==> src/rtl/riscv_core_pkg.sv <==
// Shared core definitions: datapath width, fetch FSM states, and the IF/ID latch payload.
package riscv_core_pkg;

  localparam int unsigned XLEN       = 64;
  localparam int unsigned INST_W     = 32;
  localparam int unsigned INST_BYTES = 4;

  // Bubble instruction: addi x0,x0,0
  localparam logic [INST_W-1:0] NOP_INST = 32'h0000_0013;

  typedef enum logic {
    RUN  = 1'b0,
    HALT = 1'b1
  } fetch_state_t;

  // Contents of the IF/ID pipeline latch
  typedef struct packed {
    logic [XLEN-1:0]   pc;
    logic [INST_W-1:0] inst;
    logic              valid;
  } ifid_t;

endpackage

==> src/rtl/fetch_pc_select.sv <==
// Combinational next-PC selection for the fetch stage.
// Ports:
//   state             in   current fetch FSM state
//   pc                in   current PC
//   stall             in   hazard-unit hold
//   redirect_valid    in   branch/jump redirect request
//   redirect_target   in   redirect byte address
//   next_pc_c         out  PC to load on the next edge
//   flush_c           out  IF/ID must be flushed this edge
//   misalign_c        out  redirect target is not word aligned
//   pc_in_range_c     out  a full word at pc lies inside the memory
//   target_in_range_c out  a full word at the aligned target lies inside the memory
module fetch_pc_select
  import riscv_core_pkg::*;
#(
  parameter int unsigned MEM_BYTES = 96
) (
  input  fetch_state_t    state,
  input  logic [XLEN-1:0] pc,
  input  logic            stall,
  input  logic            redirect_valid,
  input  logic [XLEN-1:0] redirect_target,
  output logic [XLEN-1:0] next_pc_c,
  output logic            flush_c,
  output logic            misalign_c,
  output logic            pc_in_range_c,
  output logic            target_in_range_c
);

  localparam int unsigned     AW    = XLEN + 1;
  localparam logic [AW-1:0]   LIMIT = AW'(MEM_BYTES);

  logic [XLEN-1:0] aligned_target;

  // Range test done one bit wider so a PC near the top of the space cannot wrap into range
  function automatic logic word_in_range(input logic [XLEN-1:0] addr);
    return (AW'(addr) + AW'(INST_BYTES - 1)) < LIMIT;
  endfunction

  assign aligned_target    = {redirect_target[XLEN-1:2], 2'b00};
  assign flush_c           = redirect_valid;
  assign misalign_c        = redirect_valid && (redirect_target[1:0] != 2'b00);
  assign pc_in_range_c     = word_in_range(pc);
  assign target_in_range_c = word_in_range(aligned_target);

  // Redirect beats stall; PC only advances when RUN captures an in-range word
  always_comb begin
    next_pc_c = pc;
    if (redirect_valid) begin
      next_pc_c = aligned_target;
    end else if (!stall && (state == RUN) && pc_in_range_c) begin
      next_pc_c = pc + XLEN'(INST_BYTES);
    end
  end

endmodule

==> src/rtl/instruction_fetch_controller.sv <==
// IF stage sequencer: owns the PC, drives the instruction memory address, applies stalls
// and redirects, registers the IF/ID latch, and halts when the PC leaves the memory.
// Ports:
//   clk, reset        clock and synchronous active-high reset
//   stall             hold PC and IF/ID
//   redirect_valid    load redirect_target (aligned) and flush IF/ID
//   redirect_target   redirect byte address
//   Instruction       memory read data for Inst_Address
//   Inst_Address      current PC
//   ifid_pc/inst/valid IF/ID latch contents
//   halted            fetch FSM is in HALT
//   misalign_err      sticky flag: a redirect target was not word aligned
module instruction_fetch_controller
  import riscv_core_pkg::*;
#(
  parameter logic [63:0] RESET_PC  = 64'd0,
  parameter int unsigned MEM_BYTES = 96,
  parameter logic [31:0] NOP_INST  = riscv_core_pkg::NOP_INST
) (
  input  logic              clk,
  input  logic              reset,
  input  logic              stall,
  input  logic              redirect_valid,
  input  logic [XLEN-1:0]   redirect_target,
  input  logic [INST_W-1:0] Instruction,
  output logic [XLEN-1:0]   Inst_Address,
  output logic [XLEN-1:0]   ifid_pc,
  output logic [INST_W-1:0] ifid_inst,
  output logic              ifid_valid,
  output logic              halted,
  output logic              misalign_err
);

  localparam ifid_t BUBBLE = '{pc: '0, inst: NOP_INST, valid: 1'b0};

  fetch_state_t    state_q, state_d;
  logic [XLEN-1:0] pc_q;
  ifid_t           ifid_q, ifid_d;
  logic            halted_q, halted_d;
  logic            err_q, err_d;

  logic [XLEN-1:0] next_pc_c;
  logic            flush_c;
  logic            misalign_c;
  logic            pc_in_range_c;
  logic            target_in_range_c;

  fetch_pc_select #(
    .MEM_BYTES (MEM_BYTES)
  ) u_pc_select (
    .state             (state_q),
    .pc                (pc_q),
    .stall             (stall),
    .redirect_valid    (redirect_valid),
    .redirect_target   (redirect_target),
    .next_pc_c         (next_pc_c),
    .flush_c           (flush_c),
    .misalign_c        (misalign_c),
    .pc_in_range_c     (pc_in_range_c),
    .target_in_range_c (target_in_range_c)
  );

  // Next-state and IF/ID update
  always_comb begin
    state_d = state_q;
    ifid_d  = ifid_q;
    err_d   = err_q | misalign_c;
    case (state_q)
      RUN: begin
        if (flush_c) begin
          ifid_d = BUBBLE;
        end else if (!stall) begin
          if (pc_in_range_c) begin
            ifid_d = '{pc: pc_q, inst: Instruction, valid: 1'b1};
          end else begin
            ifid_d  = BUBBLE;
            state_d = HALT;
          end
        end
      end
      HALT: begin
        if (flush_c) begin
          ifid_d  = BUBBLE;
          state_d = target_in_range_c ? RUN : HALT;
        end else if (!stall) begin
          ifid_d = BUBBLE;
        end
      end
      default: begin
        ifid_d  = BUBBLE;
        state_d = RUN;
      end
    endcase
    halted_d = (state_d == HALT);
  end

  // State, PC, IF/ID and sticky error registers
  always_ff @(posedge clk) begin
    if (reset) begin
      state_q  <= RUN;
      pc_q     <= RESET_PC;
      ifid_q   <= BUBBLE;
      halted_q <= 1'b0;
      err_q    <= 1'b0;
    end else begin
      state_q  <= state_d;
      pc_q     <= next_pc_c;
      ifid_q   <= ifid_d;
      halted_q <= halted_d;
      err_q    <= err_d;
    end
  end

  assign Inst_Address = pc_q;
  assign ifid_pc      = ifid_q.pc;
  assign ifid_inst    = ifid_q.inst;
  assign ifid_valid   = ifid_q.valid;
  assign halted       = halted_q;
  assign misalign_err = err_q;

endmodule

==> config.mk <==
export PLATFORM = sky130hd
export DESIGN_NAME = instruction_fetch_controller
export DESIGN_NICKNAME = d
export VERILOG_FILES = /design/src/rtl/riscv_core_pkg.sv /design/src/rtl/fetch_pc_select.sv /design/src/rtl/instruction_fetch_controller.sv
export SDC_FILE = /design/constraint.sdc
export NUM_CORES = 1
export LEC_CHECK = 0
export ABC_AREA = 1
export CORE_ASPECT_RATIO = 0.7
export CORE_UTILIZATION = 42
export DETAILED_ROUTE_END_ITERATION = 7
export PLACE_DENSITY = 0.92
export SYNTH_ARGS = -nofsm -noshare
export SYNTH_HDL_FRONTEND = slang
export SYNTH_SLANG_ARGS = --single-unit
==> constraint.sdc <==
create_clock -name clk -period 1.95 [get_ports clk]
set_input_delay 0.39 -clock clk [delete_from_list [all_inputs] [get_ports clk]]
set_output_delay 0.39 -clock clk [all_outputs]
set_load 0.01 [all_outputs]
Yosys cells after proc, flatten, opt, wreduce, memory -nomap -nowiden --
Cells that the tools add are included.
Storage, ports and cells: flip-flop bits (word level) 163, bits of input ports 100, RAM bits 0, bits in read-only memories 0, latch bits 0, word-level logic and storage cells 38, memories kept 0
Cells by class: reduce and logical (&&, ||, !) cells 8, eq/ne operators 2, add/subtract/negate cells 3, divide/modulo/power cells 0, bitwise gates (word level) 2, muxes and demuxes 14, order comparisons 2, multiply operators 0, shift operators 0
Operators by type and width (count):
- $mux W97 | 5
- $pmux W97 S2 | 1
- $add A64 B2 Y65 const B | 2
- $lt A65 B7 Y1 const B | 2
- $mux W64 | 2
- $add A64 B3 Y64 const B | 1
- $ne A3 B3 Y1 const B | 2
- $mux W1 | 5
- $reduce_bool A2 Y1 | 2
- $logic_and A1 B1 Y1 | 3
- $pmux W1 S2 | 1
- $reduce_and A2 Y1 | 1
- $reduce_or A2 Y1 | 1
- $logic_not A1 Y1 | 1
- $not A1 Y1 | 1
- $or A1 B1 Y1 | 1

Longest topological paths before layout --
word-level depth 6, gate-level depth with buffers 10

Hierarchy --
Synthesis repeated with hierarchy kept, for this count alone.
Second synthesis, totals: cell total of the unflattened synthesis 1564, area, all modules 9436.6 um2
Modules (own cells, without submodules):
- instruction_fetch_controller | area an instance 5400.2 um2, times used 1, sequential area each 3263.1 um2, cells each 648
- fetch_pc_select | area an instance 4036.4 um2, times used 1, sequential area each 0.0 um2, cells each 916

Worst setup path after synthesis --
Ideal clock, no wire load.
path kind register to register, from register pc_q[60] (netlist: Inst_Address[60]), to register ifid_q, in the netlist ifid_inst[0], cell stages (with the launch flop) 10, setup slack 0.518 ns, arrival 1.315 ns, data required time 1.833 ns, period minus slack after synthesis 1.432 ns, cell sequence dfxtp_1 > or2_1 > nor2_1 > nand2_1 > nor2_4 > nand2_2 > inv_4 > nand2_1 > o21bai_1 > nand2_1
Between the ends: word-level cells in the longest chain between the ends 6
Ends and longest elaborated chain:
- start: declaration | line instruction_fetch_controller.sv:37 | logic [XLEN-1:0] pc_q;
- start signal: assignment | line instruction_fetch_controller.sv:107 | pc_q <= next_pc_c;
- $add A64 B2 Y65 | line fetch_pc_select.sv:37 | return (AW'(addr) + AW'(INST_BYTES - 1)) < LIMIT;
- $lt A65 B7 Y1 | line fetch_pc_select.sv:37
- $mux W97 | line instruction_fetch_controller.sv:73 | if (pc_in_range_c) begin
- $mux W97 | line instruction_fetch_controller.sv:72 | end else if (!stall) begin
- $mux W97 | line instruction_fetch_controller.sv:70 | if (flush_c) begin
- $pmux W97 S2 | line instruction_fetch_controller.sv:68 | case (state_q)
- end signal: assignment | line instruction_fetch_controller.sv:108 | ifid_q <= ifid_d;
- end: declaration | line instruction_fetch_controller.sv:38 | ifid_t ifid_q, ifid_d;
Every way passes these cells. The select of a mux whose other input is x is not followed. A chain may end at the register's enable or synchronous reset.

Final worst setup path --
from register pc_q[2] (netlist: Inst_Address[2]), to output Inst_Address[2]
RTL lines:
- end: declaration | line instruction_fetch_controller.sv:26 | output logic [XLEN-1:0] Inst_Address,
No word-level cell between the ends.

==> impl_results.md <==
- Residual DRC: 0
- Power Density: 795.7 nW/um^2
- PortBufs: 258
- Fin Hold WS: 314.1 ps
- Setup Total Neg Slack: 0 ps
- Outcome: finished, final reports clean
- Leading area contributor after synthesis: dfxtp_1
- DIE WIDTH: 145.1 um
- Drt initial violations: 299
- Diodes inserted: 0
- Core area: 13960 um^2
- Seq/Total Area, Yosys: 52.88%
- Final RePlAce weighted congestion: 0.8579
- Starting density of the core: 43.11%
- I/O Pins: 263
- Num CTS Buffers: 17
- CP peak stage delay: 600 ps
- First-pass GRT wire length: 28060 um
- Number of gates resized after cts: 0
- Post-synth ARST share: 0%
- Synth Flop Type: dfxtp_1
- Yosys reg bits: 159
- Commonest non-fill, non-tap cell in the layout: clkdlybuf4s50_1
- Clock Tree Buf Depth: 2
- Grt ovf: 0
- Antenna violations before repair: 0
- Routed WL: 18080 um
- Largest net degree at the start of global routing: 73
- Slowest CP cell: clkdlybuf4s50_1
- Most frequent cells in the layout: clkdlybuf4s50_1 (256), nand2_1 (220), dfxtp_1 (159), nor2_1 (129), a21oi_1 (92)
- CP Capture Type: output pin
- Worst Hold Class: input pin to flop
- CTS root buf: clkbuf_16
- Drt via density: 4.925
- Final Net Count: 1119
- CTS tree: built
- EDFF count, synth: 0
- Max-slew violation count: 0
- Worst setup SP type: flop
- Yosys warns: 0
- CP Data Required Time: 1560 ps
- LEAKAGE: 3.437 nW
- CTS sink count: 159
- Hold Buf Count CTS: 0
- Drt pass-1 iters: 4
- Via count: 6013
- Count of final hold-check violations: 0
- Final setup viols: 0
- Critical-path cell list: clkdlybuf4s50_1
- CP Class: flop to output pin
- Die area: 14820 um^2
- Dpl hpwl: 13040 um
- H-tree level count: 4
- CP delay by family, top: buffers and inverters
- Max IR drop VDD: 0.5673 mV
- Syn Inst Count: 775
- Post-DR wirelength/cell: 14.81 um
- Tmin final: 1869 ps
- Total track usage: 23.73%
- Final Non-Filler Cells: 1221
- Peak Freq: 535.1 MHz
- FILL cells: 1143
- Mean post-synth cell area: 7.767 um^2
- Row cnt: 36
- Skew-Pair Late Insertion Delay: 410 ps
- Clk pin slew, worst setup/hold paths: 70 ps
- Crit path buf inv count: 1
- Placed Instances: 1189
- Final Skew: 16.40 ps
- Area growth syn-to-layout: 55.14%
- Synth area leaders: dfxtp_1 (53%), nand2_1 (14%), nor2_1 (8.0%)
- Max-cap violations: 0
- Die Y: 102.2 um
- Tcrit/Tclk final: 95.83%
- Arr. time, crit path: 1480 ps
- Layout cells sized above 1: 7.759%
- Netlist cell types: 31
- Crit Path Max Fanout: 6
- Post-Syn Area: 6020 um^2
- Setup repair after global routing missed its margin: false
- Setup Buffers After CTS: 0
- Post-synth top area share: 52.88%
- ANT nets after route: 0
- Number of global-route vias before repair: 5532
-- worst reg2reg max path: cells and delay by family (launching register included) --
family                 cells  cell delay, ps
AO/OA/AOI/OAI              1             180
AND/OR/NAND/NOR            8             940
buffers and inverters      1             180
flip-flops                 1             330
-- cells by family (layout without fill, tap and decap cells) --
| logic type | after synthesis | count (layout) | synth area share (%) |
|---|---|---|---|
| other | 1 | 4 | 0.06230 |
| adders and majority gates | 1 | 1 | 0.2078 |
| xor gates and xnor gates | 2 | 2 | 0.2911 |
| AOI/OAI and AO/OA | 106 | 106 | 9.312 |
| and+or+nand+nor | 442 | 442 | 31.12 |
| buffers and inverters | 64 | 317 | 6.132 |
| DFF | 159 | 159 | 52.88 |
-- metrics by stage --
| stage | power (W) | worst slack, ps | area (um^2) | util [%] |
|---|---|---|---|---|
| detailed placement | 0.004260 | 66.13 | 8750 | 62.66 |
| global placement | 0.004249 | 107.3 | 8750 | 62.66 |
| floorplan | 0.003790 | 518.0 | 6031 | - |
| CTS | 0.007498 | 42.72 | 9339 | 66.88 |
| global route | 0.007736 | 3.247 | 9339 | 66.88 |
| finish | 0.007431 | 81.25 | 9339 | 66.88 |
-- report_power, final --
part / internal, W / switching (W)
registers: 0.00332 / 0.0000645
clock network: 0.00172 / 0.00152
logic: 0.000423 / 0.000381
total: 0.00546 / 0.00197
-- synthesized netlist by cell type (all sizes together) (2+ instances only) --
library cell and number:
clkbuf 21, nand3 78, buf 33, nand3b 2, o21ai 5, nand2 221, dfxtp 159, o21bai 3
dlygate4sd1 2, nor2 131, nand4 3, or2 3, xor2 2, nor3 4, a21oi 98, inv 8
-- cell type report --
type                    instances  area (um^2)  share of cell area (%)
clock inverters                15        163.9                   1.755
well taps                     190        237.7                   2.546
repair buffers                277         2818                   30.17
multi-input cells             555         2479                   26.54
inverters                       8        32.53                  0.3483
clock buffers                  17        425.4                   4.555
flip-flops and latches        159         3183                   34.08
-- per-layer routing --
metal / up-vias / share of wire (%) / GRT usage, %
met5: - / 0 / 0
met4: 0 / 1.3 / 7.368
met3: 18 / 7.5 / 6.786
met2: 240 / 46 / 37.80
met1: 2785 / 45 / 31.37
li1: 2970 / - / -
-- registers in the layout, summed over array words and instances, names as in the netlist --
register,count
ifid_valid,1
halted,1
ifid_inst,32
misalign_err,1
ifid_pc,62
Inst_Address,62
-- final timing paths --
check / slack [ps] / from / depth (start not counted) / to
max: 80 / Inst_Address[2]$_SDFFE_PP0P_ / 1 / Inst_Address[2]
min: 310 / reset / 2 / ifid_pc[28]$_SDFFE_PP0P_
max reg2reg: 200 / Inst_Address[41]$_SDFFE_PP0P_ / 10 / ifid_inst[4]$_SDFFE_PP1P_
min reg2reg: 440 / ifid_pc[60]$_SDFFE_PP0P_ / 2 / ifid_pc[60]$_SDFFE_PP0P_
Note: power is estimated with default switching activity, not from simulation.
